--- config.mk ---
export PLATFORM = sky130hd
export DESIGN_NAME = tdm_demux_9ch
export DESIGN_NICKNAME = d
export VERILOG_FILES = /design/src/rtl/tdm_demux_pkg.sv /design/src/rtl/tdm_slot_counter.sv /design/src/rtl/tdm_demux_9ch.sv
export SDC_FILE = /design/constraint.sdc
export NUM_CORES = 1
export LEC_CHECK = 0
export BUFFER_PORTS_ARGS = -buffer_cell sky130_fd_sc_hd__buf_2
export CAP_MARGIN = 20
export CORE_AREA = 2 2 67 69
export DETAILED_ROUTE_END_ITERATION = 10
export DIE_AREA = 0 0 69 71
export PLACE_DENSITY_LB_ADDON = 0.2
export SKIP_CTS_REPAIR_TIMING = 1
export SYNTH_ARGS = -nofsm -noshare
export SYNTH_HDL_FRONTEND = slang
export SYNTH_SLANG_ARGS = --single-unit
--- constraint.sdc ---
create_clock -name clk -period 2 [get_ports clk]
set_input_delay 0.4 -clock clk [delete_from_list [all_inputs] [get_ports clk]]
set_output_delay 0.4 -clock clk [all_outputs]
set_load 0.03 [all_outputs]
--- src/rtl/tdm_demux_pkg.sv ---
// Shared constants and types for the nine-channel TDM demultiplexer.
// Optional feature macro: PARITY_EN (adds a tenth parity beat per frame).
package tdm_demux_pkg;

    localparam int NUM_CH = 9;

`ifdef PARITY_EN
    localparam int NUM_SLOTS = 10;
`else
    localparam int NUM_SLOTS = 9;
`endif

    localparam int SLOT_IDX_W = 4;

    // Index of the beat that closes a frame (slot 8, or the parity beat).
    localparam logic [SLOT_IDX_W-1:0] LAST_SLOT = SLOT_IDX_W'(NUM_SLOTS - 1);

    typedef enum logic {
        HUNT = 1'b0,
        RECV = 1'b1
    } state_e;

endpackage

--- src/rtl/tdm_slot_counter.sv ---
// Frame alignment for the TDM demultiplexer: hunts for sync, tracks the slot
// index of each accepted beat, flags the frame-closing beat and sync restarts.
// Optional feature macro: PARITY_EN (frame length taken from the package).
module tdm_slot_counter
    import tdm_demux_pkg::*;
(
    input  logic                  clk,
    input  logic                  rst,
    input  logic                  en,
    input  logic                  sync,
    output logic                  accept,
    output logic [SLOT_IDX_W-1:0] slot_idx,
    output logic                  last_slot,
    output logic                  restart
);

    state_e                state_q, state_d;
    logic [SLOT_IDX_W-1:0] cnt_q, cnt_d;

    // State register: alignment state and index of the next expected slot.
    always_ff @(posedge clk or posedge rst) begin
        if (rst) begin
            state_q <= HUNT;
            cnt_q   <= '0;
        end else begin
            // NOTE: clocked state uses <= so every flop samples pre-edge values.
            state_q <= state_d;
            cnt_q   <= cnt_d;
        end
    end

    // Next-state logic: sync always restarts at slot 0; en=0 holds everything.
    always_comb begin
        // NOTE: defaults first so no path leaves a variable unassigned (no latch).
        state_d = state_q;
        cnt_d   = cnt_q;
        if (en) begin
            unique case (state_q)
                HUNT: begin
                    if (sync) begin
                        state_d = RECV;
                        cnt_d   = SLOT_IDX_W'(1);
                    end
                end
                RECV: begin
                    if (sync) begin
                        cnt_d = SLOT_IDX_W'(1);
                    end else if (cnt_q == LAST_SLOT) begin
                        state_d = HUNT;
                        cnt_d   = '0;
                    end else begin
                        cnt_d = cnt_q + SLOT_IDX_W'(1);
                    end
                end
                default: begin
                    state_d = HUNT;
                    cnt_d   = '0;
                end
            endcase
        end
    end

    // Output decode: which slot the current beat lands in and frame events.
    always_comb begin
        accept    = en && (sync || (state_q == RECV));
        slot_idx  = sync ? '0 : cnt_q;
        restart   = en && sync && (state_q == RECV);
        last_slot = en && !sync && (state_q == RECV) && (cnt_q == LAST_SLOT);
    end

endmodule

--- src/rtl/tdm_demux_9ch.sv ---
// Nine-channel TDM demultiplexer: steers framed slot words into a shadow
// register and publishes a complete registered frame with a valid pulse.
// Optional feature macro: PARITY_EN (tenth beat is an even-parity word;
// mismatching frames are dropped and flagged on parity_err).
module tdm_demux_9ch
    import tdm_demux_pkg::*;
#(
    parameter int DATA_W = 1
) (
    input  logic                     clk,
    input  logic                     rst,
    input  logic                     en,
    input  logic                     sync,
    input  logic [DATA_W-1:0]        sdin,
    output logic [NUM_CH*DATA_W-1:0] dout,
    output logic                     frame_valid,
    output logic                     sync_err,
    output logic                     parity_err
);

    logic                     accept;
    logic [SLOT_IDX_W-1:0]    slot_idx;
    logic                     last_slot;
    logic                     restart;

    logic [DATA_W-1:0]        shadow_q [NUM_CH];
    logic [DATA_W-1:0]        shadow_d [NUM_CH];
    logic [NUM_CH*DATA_W-1:0] frame_flat;
    logic [NUM_CH*DATA_W-1:0] dout_q, dout_d;
    logic                     frame_valid_q, frame_valid_d;
    logic                     sync_err_q, sync_err_d;
`ifdef PARITY_EN
    logic                     parity_err_q, parity_err_d;
    logic [DATA_W-1:0]        parity_acc;
`endif

    tdm_slot_counter u_slot_counter (
        .clk       (clk),
        .rst       (rst),
        .en        (en),
        .sync      (sync),
        .accept    (accept),
        .slot_idx  (slot_idx),
        .last_slot (last_slot),
        .restart   (restart)
    );

    // Shadow update: the accepted beat overwrites its slot; the packed view
    // includes the current beat so the closing slot is published directly.
    always_comb begin
        for (int k = 0; k < NUM_CH; k++) begin
            shadow_d[k] = shadow_q[k];
            if (accept && (slot_idx == SLOT_IDX_W'(k))) begin
                shadow_d[k] = sdin;
            end
            frame_flat[k*DATA_W +: DATA_W] = shadow_d[k];
        end
    end

    // Frame completion: publish on the closing beat, pulse status flags.
    always_comb begin
        dout_d        = dout_q;
        frame_valid_d = 1'b0;
        sync_err_d    = restart;
`ifdef PARITY_EN
        parity_err_d = 1'b0;
        parity_acc   = sdin;
        for (int k = 0; k < NUM_CH; k++) begin
            parity_acc = parity_acc ^ shadow_q[k];
        end
        if (last_slot) begin
            if (parity_acc == '0) begin
                dout_d        = frame_flat;
                frame_valid_d = 1'b1;
            end else begin
                parity_err_d = 1'b1;
            end
        end
`else
        if (last_slot) begin
            dout_d        = frame_flat;
            frame_valid_d = 1'b1;
        end
`endif
    end

    // Output and shadow registers.
    always_ff @(posedge clk or posedge rst) begin
        if (rst) begin
            // NOTE: the shadow is only nine words with a defined reset value,
            // so it sits on the reset net like the rest of the state.
            for (int k = 0; k < NUM_CH; k++) begin
                shadow_q[k] <= '0;
            end
            dout_q        <= '0;
            frame_valid_q <= 1'b0;
            sync_err_q    <= 1'b0;
`ifdef PARITY_EN
            parity_err_q  <= 1'b0;
`endif
        end else begin
            for (int k = 0; k < NUM_CH; k++) begin
                shadow_q[k] <= shadow_d[k];
            end
            dout_q        <= dout_d;
            frame_valid_q <= frame_valid_d;
            sync_err_q    <= sync_err_d;
`ifdef PARITY_EN
            parity_err_q  <= parity_err_d;
`endif
        end
    end

    assign dout        = dout_q;
    assign frame_valid = frame_valid_q;
    assign sync_err    = sync_err_q;
`ifdef PARITY_EN
    assign parity_err  = parity_err_q;
`else
    assign parity_err  = 1'b0;
`endif

endmodule
* Word-level counts from Yosys, hierarchy flattened
Cells that the tools add are included.
Word-level totals: register bits after elaboration 25, logic and storage cells 64
Cells by class: $add $sub $neg 1, eq/ne operators 10, multiplexer cells 19, bitwise gates (word level) 1, reductions and logical operators 19
Operators with widths (count):
- 4-bit by 3-bit equality test with 1-bit output (second input constant) | 4
- 4-bit two-way mux | 4
- 1-bit logical AND | 15
- 1-bit two-way mux | 13
- 4-bit by 2-bit equality test with 1-bit output (second input constant) | 2
- 4-bit equality test (second input constant) | 2
- 4-bit case mux with 2 select lines | 1
- 4-bit by 1-bit adder with 4-bit output (second input constant) | 1
- 4-bit by 1-bit equality test with 1-bit output (second input constant) | 1
- 4-bit zero test | 1
- 2-bit inequality test (second input constant) | 1
- 1-bit case mux with 2 select lines | 1
- 2-bit AND reduction | 1
- 1-bit zero test | 1
- 1-bit logical OR | 1
- 1-bit inverter | 1

* Longest topological paths before layout
Gate-level depths: netlist of the first run.
depth in word-level cells 5, mapped depth 8

* Cells and area by module
From an unflattened synthesis of the first run, not the netlist that was laid out.
Second synthesis, totals: cells, all modules 123, area, all modules 1189.9 um^2
By module, submodules not included:
- tdm_demux_9ch | times used 1, cells an instance 84, area an instance 872.1 um^2
- tdm_slot_counter | times used 1, cells an instance 39, area an instance 317.8 um^2

* Least setup slack after synthesis of the first run
No wires, ideal clock.
path type register to register, start point register u_slot_counter.cnt_q[0], end point register dout_q[0] (netlist: dout[0]), library setup time 125 ps, data arrival time 1750 ps, required time 1875 ps, path slack 126 ps, stages on the path, launching flop included 8, clock period less this slack 1874 ps, path through dfrtp_1 -> clkbuf_1 -> inv_1 -> ha_1 -> and3b_1 -> nor3b_2 -> buf_4 -> mux2_2
On the way: word-level cells in the longest chain between the ends 4, elaborated cells between the ends (all ways) 6
Ends and longest elaborated chain:
- start, declared | RTL line tdm_slot_counter.sv:18 | logic [SLOT_IDX_W-1:0] cnt_q, cnt_d;
- start signal, assigned | RTL line tdm_slot_counter.sv:28 | cnt_q <= cnt_d;
- 4-bit two-way mux | RTL line tdm_slot_counter.sv:66 | slot_idx = sync ? '0 : cnt_q;
- 4-bit zero test | RTL line tdm_demux_9ch.sv:53 | if (accept && (slot_idx == SLOT_IDX_W'(k))) begin
- 1-bit logical AND | RTL line tdm_demux_9ch.sv:53
- 1-bit two-way mux | RTL line tdm_demux_9ch.sv:53
- end signal, assigned | RTL line tdm_demux_9ch.sv:105 | dout_q <= dout_d;
- end, declared | RTL line tdm_demux_9ch.sv:29 | logic [NUM_CH*DATA_W-1:0] dout_q, dout_d;
Several ways; a longest one is shown, not always the timed one. A chain may end at the register's enable or synchronous reset.

* Worst setup path after layout of the first run
start point register u_slot_counter.cnt_q[0], end point register dout_q[6] (netlist: dout[6])
On the way: word-level cells in the longest chain between the ends 4, elaborated cells between the ends (all ways) 6
Ends and longest elaborated chain (RTL line):
- 4-bit two-way mux | tdm_slot_counter.sv:66
- 4-bit by 3-bit equality test with 1-bit output | tdm_demux_9ch.sv:53
- 1-bit logical AND | tdm_demux_9ch.sv:53
- 1-bit two-way mux | tdm_demux_9ch.sv:53
Several ways; a longest one is shown, not always the timed one.

==> results by group, run 1 <==
Placement
  – Post-Place Cells: 171
  – Post-place setup slack: 0.183 ns
  – Post-placement cell area: 1340 um2
  – I/O Buffers: 15
  – Final Wtd Congestion: 0.851
  – DP HPWL: 1.55 mm

Critical path
  – CP Cell Sequence: inv_1, ha_1, and3b_1, nor3b_2, buf_4, mux2_2
  – CP Capture Type: register
  – Critical Path AT: 1.88 ns
  – Crit Path Max Fanout: 13
  – Slowest stage cell on the critical path: dfrtp_1
  – Worst Path Required: 2.17 ns
  – Crit Path Class: register to register
  – CP Launch Type: register
  – Largest stage delay, worst path: 0.38 ns

STA
  – Fmax: 0.585 GHz
  – Skew final: 0.00217 ns
  – Tcrit/Tclk final: 85.5%
  – Fin. max-slew vios: 0
  – Final setup viols: 0
  – Unrepaired setup endpoints after global routing: no
  – Min cycle time layout: 1.71 ns
  – Final setup TNS: 0 ns
  – Hold_ws: 0.152 ns
  – Endpoints failing hold: 0
  – PnR worst setup slack: 0.291 ns

Synthesis
  – Sequential fraction of the synthesis area: 52.2%
  – #FFs+latches synth: 25
  – Largest family of logic cells by synthesized area: simple AND/OR/NAND/NOR gates
  – Simple-gate share of the synthesized area: 16.3%
  – Cell variety after synth: 33
  – Area leader, netlist: dfrtp_1
  – Top cell type's share of synthesized area: 52.2%
  – Mapped Cells: 106
  – Area contributors post-synth: dfrtp_1 52%, mux2_2 13%, nor2_1 3.8%, o21ai_0 2.5%, buf_4 2.5%
  – Ys Warns: 0
  – Fraction of the mapped netlist area in adder cells: 2.09%
  – Post-synthesis mux area share: 16.1%
  – Synth Area in Compound Gates: 7.52%
  – Mapped cell area: 1200 um2
  – Synth Area in XOR/XNOR: 0%
  – Syn nets: 113
  – Post-synthesis average cell area: 11.3 um2

Die
  – Number of I/O pins: 17
  – Starting Density: 28.5%
  – Core Area: 4200 um2
  – Rows: 24
  – Die H: 71 um
  – Die width: 69 um
  – DIE AREA: 4900 um2

Drt
  – Iteration-0 DRC Markers: 12
  – Vias per inst: 4.63
  – Via count: 811
  – Pre-antenna DRT Iters: 4
  – Detailed Route WL: 2.20 mm
  – Remaining DRCs: 0
  – Routed Antenna Nets: 0
  – Drt wl/cell: 12.6 um

Power and ir drop
  – P_int: 831 uW
  – Comb pwr share: 20.2%
  – Power share of the sequential group: 53.1%
  – Tot Pwr: 1.17 mW
  – Sw frac: 28.9%
  – Sw Pwr: 337 uW
  – PD cells: 844 nW/um2
  – Clock power share: 26.7%
  – Max VDD drop: 0.000346 V
  – LEAKAGE: 0.693 nW

CTS
  – CTS Buffer Depth: 2
  – CTS H-tree lvls: 1
  – CTS Buf Count: 3
  – CTS tree: yes
  – Clock insertion delay at the later pin of the skew report: 0.27 ns
  – Clock Sinks: 25
  – Reg clk slew, reported paths: 0.09 ns
  – Clock root cell: clkbuf_8

Status
  – Status: finished clean

Finish
  – Nets: 131
  – Most common cell after layout, fill and taps aside: dfrtp_1
  – Non-Filler Instances: 175
  – Most frequent cells in the layout: 25 x dfrtp_1, 15 x buf_2, 14 x mux2_2
  – Fin util: 32.9%
  – Share of cells above drive strength 1: 36.6%
  – Area grow syn2layout: 15.7%
  – ANT cells: 0
  – Design Area, Final: 1390 um2

Min path
  – Type of the worst min-delay path: input pin to asynchronous set/reset pin

GRT
  – Total GRT Usage: 9.78%
  – Largest net degree at the start of global routing: 26
  – Initial antenna violation count: 0
  – First-pass GRT wire length: 3.88 mm
  – Vias in the first global route: 817
  – GRT overflow: 0

Run
  – Max Cap Viol: 0
## flip-flops by register name, indices dropped and copies added (netlist names)
signal and flops:
u_slot_counter.state_q 1, shadow_q 9, dout 9, sync_err 1, frame_valid 1, u_slot_counter.cnt_q 4
## routing by layer
metal,track usage [%],vias up,share of wire (%)
li1,-,397,-
met4,3.92,0,1.7
met2,16.1,12,49
met3,2.42,5,3.7
met5,0,-,0
met1,12.4,397,46
## power by group through the flow
stage / logic [mW] / registers [mW] / clock network [mW]
6_report: 0.236 / 0.621 / 0.312
3_5_place_dp: 0.238 / 0.631 / 0
5_1_grt: 0.266 / 0.633 / 0.343
2_1_floorplan: 0.164 / 0.641 / 0
4_1_cts: 0.240 / 0.621 / 0.324
3_3_place_gp: 0.235 / 0.629 / 0
## area by class of cell
type	instances	area, um2
inverters	5	18.8
multi-input cells	68	507
fillers	458	2820
clock inverters	1	7.51
flip-flops and latches	25	626
repair buffers	21	120
clock buffers	3	41.3
well taps	52	65.1
## synth_stat cells, drive strengths merged
library cell   n
a21o           1
nand2          7
ha             2
o211ai         1
nand3          1
nor3           1
o21ai          6
a21boi         1
nor4b          1
nand4b         1
or4b           1
conb           1
inv            5
mux2i          2
or4            1
mux2          15
buf            4
nor2          13
clkbuf         4
dfrtp         25
nor3b          2
a22o           2
a21oi          4
and3b          1
nand2b         2
and3           1
nand4          1
## final timing paths
path,endpoint,start,cells past startpoint,slack (ns)
worst max-delay path,dout[6],u_slot_counter.cnt_q[0],6,0.29
worst min-delay path,dout[2],rst,3,0.15
worst max register to register,dout[6],u_slot_counter.cnt_q[0],6,0.29
worst min register to register,dout[1],shadow_q[7],1,0.51
max in group asynchronous,dout[3],rst,3,1.61
min in group clk,u_slot_counter.cnt_q[0],en,3,0.46
## critical path: cells and delay by family, from the launching register on
family                   cells  cell delay, ns
adder cells (fa/ha/maj)      1            0.16
AND/OR/NAND/NOR              2            0.40
buffers and inverters        2            0.31
flip-flops                   1            0.38
multiplexers                 1            0.35
## cells by family after synthesis
family	after synthesis
mux	17
flops	25
buf+inv	13
fa+ha+maj	2
simple gates	33
compound gates	15
other cells	1
No activity file was read; power rests on OpenSTA's default activity.
==> run 2: changes to the inputs <==
--- a/config.mk
+++ b/config.mk
@@ -5,11 +5,13 @@
 export SDC_FILE = /design/constraint.sdc
 export NUM_CORES = 1
 export LEC_CHECK = 0
+export ABC_AREA = 1
 export BUFFER_PORTS_ARGS = -buffer_cell sky130_fd_sc_hd__buf_2
 export CAP_MARGIN = 20
-export CORE_AREA = 2 2 67 69
+export CORE_AREA = 2 2 68 70
+export CTS_BUF_LIST = sky130_fd_sc_hd__clkbuf_2
 export DETAILED_ROUTE_END_ITERATION = 10
-export DIE_AREA = 0 0 69 71
+export DIE_AREA = 0 0 70 72
 export PLACE_DENSITY_LB_ADDON = 0.2
 export SKIP_CTS_REPAIR_TIMING = 1
 export SYNTH_ARGS = -nofsm -noshare
==> run 2 against run 1 <==
Compared with the run above:
- clock skew down 0.00087 ns
- first-iteration DRC count grew to 2.6 times the previous value
- highest routed layer unchanged
- final area increased by 0.72%
==> results by group, run 2 <==
GRT
  – First-pass GRT wire length: 4.77 mm (+23%)
  – GRT overflow: 0 (unchanged)
  – Total GRT Usage: 11.8% (+2.0 points)
  – Largest net degree at the start of global routing: 26 (unchanged)
  – Vias in the first global route: 1,090 (+33%)
  – Initial antenna violation count: 0 (unchanged)

STA
  – Min cycle time layout: 1.63 ns (-0.0773 ns)
  – Skew final: 0.00130 ns (-0.000873 ns)
  – Fin. max-slew vios: 0 (unchanged)
  – Tcrit/Tclk final: 81.6% (-3.9 points)
  – Endpoints failing hold: 0 (unchanged)
  – Hold_ws: 0.0448 ns (-0.107 ns)
  – Final setup TNS: 0 ns (unchanged)
  – Fmax: 0.613 GHz (+4.7%)
  – Unrepaired setup endpoints after global routing: no
  – Final setup viols: 0 (unchanged)

Power and ir drop
  – LEAKAGE: 0.713 nW (+2.9%)
  – Max VDD drop: 0.000181 V (-48%)
  – PD cells: 837 nW/um2 (-0.78%)

Synthesis
  – Mapped Cells: 150 (+42%)
  – Ys Warns: 0 (unchanged)
  – Post-synth top cells: 33 x nand2_1, 26 x nand3_1, 25 x dfrtp_1, 17 x inv_1, 9 x and2_1
  – Post-synth EDFFs: 0 (unchanged)
  – Top cell type's share of synthesized area: 49.6% (-2.7 points)
  – Mapped cell area: 1260 um2 (+5.4%)
  – Area leader, netlist: dfrtp_1
  – Cell variety after synth: 26 (-21%)
  – Syn nets: 157 (+39%)
  – Most common flop cell mapped by yosys: dfrtp_1
  – Sequential fraction of the synthesis area: 49.6% (-2.7 points)
  – Post-synthesis average cell area: 8.42 um2 (-25%)
  – Area contributors post-synth: dfrtp_1 50%, nand3_1 10%, nand2_1 9.8%, inv_1 5.1%, and2_1 4.5%
  – #FFs+latches synth: 25 (unchanged)
  – FFs w/ async S/R, synth: 100% (unchanged)
  – Most frequent cell after synthesis: nand2_1

Placement
  – DP HPWL: 1.85 mm (+20%)
  – Final Wtd Congestion: 0.759 (-11%)
  – I/O Buffers: 15 (unchanged)

CTS
  – CTS Buf Count: 3 (unchanged)
  – CTS Buffer Depth: 2 (unchanged)
  – Reg clk slew, reported paths: 0.24 ns (+0.15 ns)
  – Clock root cell: clkbuf_2
  – Clock insertion delay at the later pin of the skew report: 0.34 ns (+0.07 ns)
  – Clock Sinks: 25 (unchanged)
  – CTS tree: yes
  – CTS H-tree lvls: 1 (unchanged)

Drt
  – Drt wl/cell: 11.6 um (-7.5%)
  – Routed Antenna Nets: 0 (unchanged)
  – Vias per inst: 4.56 (-1.6%)
  – Iteration-0 DRC Markers: 31 (+19)
  – Remaining DRCs: 0 (unchanged)
  – Detailed Route WL: 2.54 mm (+15%)
  – Via count: 994 (+23%)
  – Pre-antenna DRT Iters: 4 (unchanged)

Finish
  – Most common cell after layout, fill and taps aside: nand2_1
  – Share of cells above drive strength 1: 19.3% (-17 points)
  – Area grow syn2layout: 10.5%
  – Nets: 174 (+33%)
  – ANT cells: 0 (unchanged)
  – Filler Cell Count: 479 (+4.6%)
  – Most frequent cells in the layout: 33 x nand2_1, 26 x nand3_1, 25 x dfrtp_1

Critical path
  – FF-to-FF path depth: 7 (+1)
  – R2R Path End: dout[0]
  – FF-to-FF setup slack: 0.37 ns (+0.08 ns)
  – Worst Path Required: 2.28 ns (+0.11 ns)
  – CP Launch Type: register
  – Critical Path AT: 1.91 ns (+0.03 ns)
  – R2r startpoint: u_slot_counter.cnt_q[0]
  – Crit Path Class: register to register
  – Crit Path Max Fanout: 11 (-2)
  – CP Capture Type: register

Die
  – Die H: 72 um (+1.4%)
  – Starting Density: 29.6% (+1.1 points)
  – Number of I/O pins: 17 (unchanged)
  – Die width: 70 um (+1.4%)
  – DIE AREA: 5040 um2 (+2.9%)
  – Rows: 24 (unchanged)
  – Core Area: 4260 um2 (+1.4%)

Min path
  – Type of the worst min-delay path: input pin to asynchronous set/reset pin

Run
  – Max Cap Viol: 0 (unchanged)

Status
  – Status: finished clean
run 2: where the power goes:
part,leakage [nW],switching (mW),internal [mW]
logic,0.396,0.207,0.113
clock network,0.0164,0.156,0.0454
registers,0.301,0.0505,0.596
run 2: worst max-delay path by stage:
| stage | start | end | slack (ns) | depth (start not counted) |
|---|---|---|---|---|
| after global routing | u_slot_counter.cnt_q[0] | dout[3] | 0.17 | 7 |
| after detailed placement | u_slot_counter.cnt_q[0] | dout[3] | 0.35 | 7 |
| final | u_slot_counter.cnt_q[0] | dout[0] | 0.37 | 7 |
| after floorplan | u_slot_counter.cnt_q[0] | dout[1] | 0.74 | 7 |
| after global placement | u_slot_counter.cnt_q[0] | dout[3] | 0.44 | 7 |
| after CTS | u_slot_counter.cnt_q[0] | dout[8] | 0.32 | 7 |
run 2: kinds of logic after synthesis:
kind of cell	synth area share [%]
compound gates	4.16
xor+xnor	1.39
fa+ha+maj	1.98
buf+inv	9.32
flops	49.6
other cells	0.297
simple gates	33.3
run 2: stage by stage:
stage / utilization [%] / worst slack [ns] / instance area (um2) / instances / power (mW)
final: 32.7 / 0.368 / 1400 / 218 / 1.17
after global placement: 32.2 / 0.443 / 1380 / 214 / 0.976
after floorplan: - / 0.739 / 1260 / 150 / 0.900
after global routing: 32.7 / 0.169 / 1400 / 218 / 1.27
after CTS: 32.7 / 0.318 / 1400 / 218 / 1.19
after detailed placement: 32.2 / 0.346 / 1380 / 214 / 0.982
run 2: layout make-up:
class | instances | area [um2] | area share [%]
Clock buffer | 3 | 15.0 | 1.08
Clock inverter | 1 | 5.00 | 0.359
Inverter | 22 | 82.6 | 5.92
Multi-Input combinational cell | 99 | 519 | 37.2
Sequential cell | 25 | 626 | 44.8
Tap cell | 52 | 65.1 | 4.66
Timing Repair Buffer | 16 | 82.6 | 5.92
run 2: critical path: stages, from the launching register on:
cell and delay [ns]:
dfrtp_1 0.52, inv_1 0.13, ha_1 0.18, nand3_2 0.14
nor2_4 0.29, inv_2 0.15, nand2_1 0.08, nand2_1 0.05
run 2: metal layers:
layer,share of wire (%),GRT usage (%),routed length [um]
met5,0,0,0
met3,3.4,2.92,86
met4,0.67,4.70,17
met1,45,14.1,1150
met2,51,20.4,1290
==> run 3: changes to the inputs <==
==> constraint.sdc (replaced) <==
create_clock -name clk -period 1.7 [get_ports clk]
set_input_delay 0.34 -clock clk [delete_from_list [all_inputs] [get_ports clk]]
set_output_delay 0.34 -clock clk [all_outputs]
set_load 0.03 [all_outputs]
==> run 3 against run 2 <==
Compared with the run above:
- utilization is 0.82 points higher
- sequential share of layout area is 1.1 points lower
- final area is 2.5% higher
- via count is 1.9% higher
- critical endpoint is now dout[1]
- setup slack worse by 0.12 ns
- routed wire length is 4.0% higher
- clock power is 25% higher
- highest routed layer unchanged
- sequential cell count stayed put
- fmax is 12% higher
- sequential power is 16% higher
- clock skew hardly changed
- total power is 20% higher
==> results by group, run 3 (same netlist as run 2, synthesis figures left out) <==
Status
  – Status: finished clean

Die
  – Core Area: 4260 um2 (unchanged)
  – Rows: 24 (unchanged)
  – Starting Density: 29.6% (unchanged)
  – Number of I/O pins: 17 (unchanged)
  – DIE AREA: 5040 um2 (unchanged)
  – Die H: 72 um (unchanged)
  – Die width: 70 um (unchanged)

Critical path
  – Critical Path AT: 1.78 ns (-0.13 ns)
  – Crit Path Class: register to register
  – Crit Path Max Fanout: 8 (-3)
  – Largest stage delay, worst path: 0.44 ns (-0.08 ns)
  – CP Capture Type: register
  – CP Launch Type: register
  – Worst Path Required: 2.02 ns (-0.26 ns)
  – Slowest stage cell on the critical path: dfrtp_1
  – CP Cell Sequence: inv_1, ha_1, nand3_2, nor2_4, buf_4, nand3_1, nand2_1

Drt
  – Uppermost layer routed: met4
  – Drt wl/cell: 11.9 um (+2.1%)
  – Pre-antenna DRT Iters: 4 (unchanged)
  – Iteration-0 DRC Markers: 49 (+58%)
  – Met2 WL: 1.28 mm (-0.85%)
  – Remaining DRCs: 0 (unchanged)
  – Via count: 1,013 (+1.9%)
  – Routed Antenna Nets: 0 (unchanged)
  – WL met1: 1.25 mm (+9.3%)
  – Vias per inst: 4.56 (about the same)
  – Detailed Route WL: 2.64 mm (+4.0%)
  – Routed wl met3: 87 um (+1.2%)

CTS
  – Clock Sinks: 25 (unchanged)
  – Reg clk slew, reported paths: 0.26 ns (+0.02 ns)
  – CTS tree: yes
  – Clock root cell: clkbuf_2
  – CTS Buf Count: 3 (unchanged)
  – CTS H-tree lvls: 1 (unchanged)
  – CTS Buffer Depth: 2 (unchanged)
  – Clock insertion delay at the later pin of the skew report: 0.35 ns (about the same)

GRT
  – Largest net degree at the start of global routing: 26 (unchanged)
  – Initial antenna violation count: 0 (unchanged)
  – Vias in the first global route: 1,054 (-3.3%)
  – GRT overflow: 0 (unchanged)
  – First-pass GRT wire length: 4.76 mm (-0.13%)
  – Total GRT Usage: 11.7% (-0.066 points)

Placement
  – DP HPWL: 1.97 mm (+6.5%)
  – Post-placement cell area: 1400 um2 (+1.6%)
  – I/O Buffers: 15 (unchanged)
  – Final Wtd Congestion: 0.719 (-5.3%)
  – Post-Place Cells: 217 (+1.4%)
  – Post-place setup slack: 0.258 ns (-0.0878 ns)

STA
  – Hold_ws: 0.265 ns (+0.221 ns)
  – Fin. max-slew vios: 0 (unchanged)
  – Min cycle time layout: 1.45 ns (-0.178 ns)
  – Endpoints failing hold: 0 (unchanged)
  – Tcrit/Tclk final: 85.5% (+4.0 points)
  – PnR worst setup slack: 0.246 ns (-0.122 ns)
  – Unrepaired setup endpoints after global routing: no
  – Fmax: 0.688 GHz (+12%)
  – Skew final: 0.00159 ns (+0.000292 ns)
  – Final setup viols: 0 (unchanged)
  – Final setup TNS: 0 ns (unchanged)

Min path
  – Type of the worst min-delay path: input pin to register

Power and ir drop
  – PD cells: 983 nW/um2 (+17%)
  – Clock power share: 17.8% (+0.6 points)
  – Max VDD drop: 0.000245 V (+35%)
  – LEAKAGE: 0.729 nW (+2.2%)
  – Sw Pwr: 504 uW (+22%)
  – Power share of the sequential group: 53.1% (-2.2 points)
  – P_int: 902 uW (+20%)
  – Sw frac: 35.9% (+0.46 points)
  – Tot Pwr: 1.41 mW (+20%)
  – Comb pwr share: 29.0% (+1.6 points)

Finish
  – Nets: 178 (+2.3%)
  – Most common cell after layout, fill and taps aside: nand2_1
  – Most frequent cells in the layout: 33 x nand2_1, 26 x nand3_1, 25 x dfrtp_1
  – ANT cells: 0 (unchanged)
  – Design Area, Final: 1430 um2 (+2.5%)
  – Share of cells above drive strength 1: 20.6% (+1.3 points)
  – Fin util: 33.5% (+0.82 points)
  – Area grow syn2layout: 13.3%
  – Non-Filler Instances: 222 (+1.8%)

Run
  – Max Cap Viol: 0 (unchanged)
[run 3: worst max-delay path: cells and delay by family, from the launching register on]
family / cells / cell delay [ns]
buffers and inverters: 2 / 0.27
adders and majority gates: 1 / 0.17
and+or+nand+nor: 4 / 0.54
DFF: 1 / 0.44
[run 3: final cells by class]
type                            count  area (um2)
Fill cell                         483        2830
Inverter                           22        82.6
Tap cell                           52        65.1
Clock inverter                      1        7.51
Multi-Input combinational cell     99         519
Timing Repair Buffer               20         115
Clock buffer                        3        15.0
Sequential cell                    25         626
[run 3: power by group through the flow]
stage,clock network [mW],registers (mW),logic (mW)
final,0.251,0.747,0.408
after global routing,0.298,0.762,0.470
after CTS,0.268,0.748,0.414
after detailed placement,0,0.758,0.414
after global placement,0,0.756,0.410
after floorplan,0,0.821,0.238
[run 3: routing by layer]
| layer | global-route usage, % | up-vias |
|---|---|---|
| met5 | 0 | - |
| met4 | 4.06 | 0 |
| met3 | 2.36 | 2 |
| met2 | 19.6 | 15 |
| met1 | 15.3 | 482 |
| li1 | - | 514 |
[run 3: final timing paths]
kind                                    startpoint                 endpoint  slack (ns)  cells past startpoint
setup / recovery           u_slot_counter.cnt_q[0]                  dout[1]        0.25                      7
hold / removal                                  en   u_slot_counter.state_q        0.27                      3
setup reg to reg           u_slot_counter.cnt_q[0]                  dout[1]        0.25                      7
hold reg to reg                            dout[3]                  dout[3]        0.51                      2
max in group asynchronous                      rst              shadow_q[0]        0.94                      4
min in group asynchronous                      rst  u_slot_counter.cnt_q[0]        0.52                      4
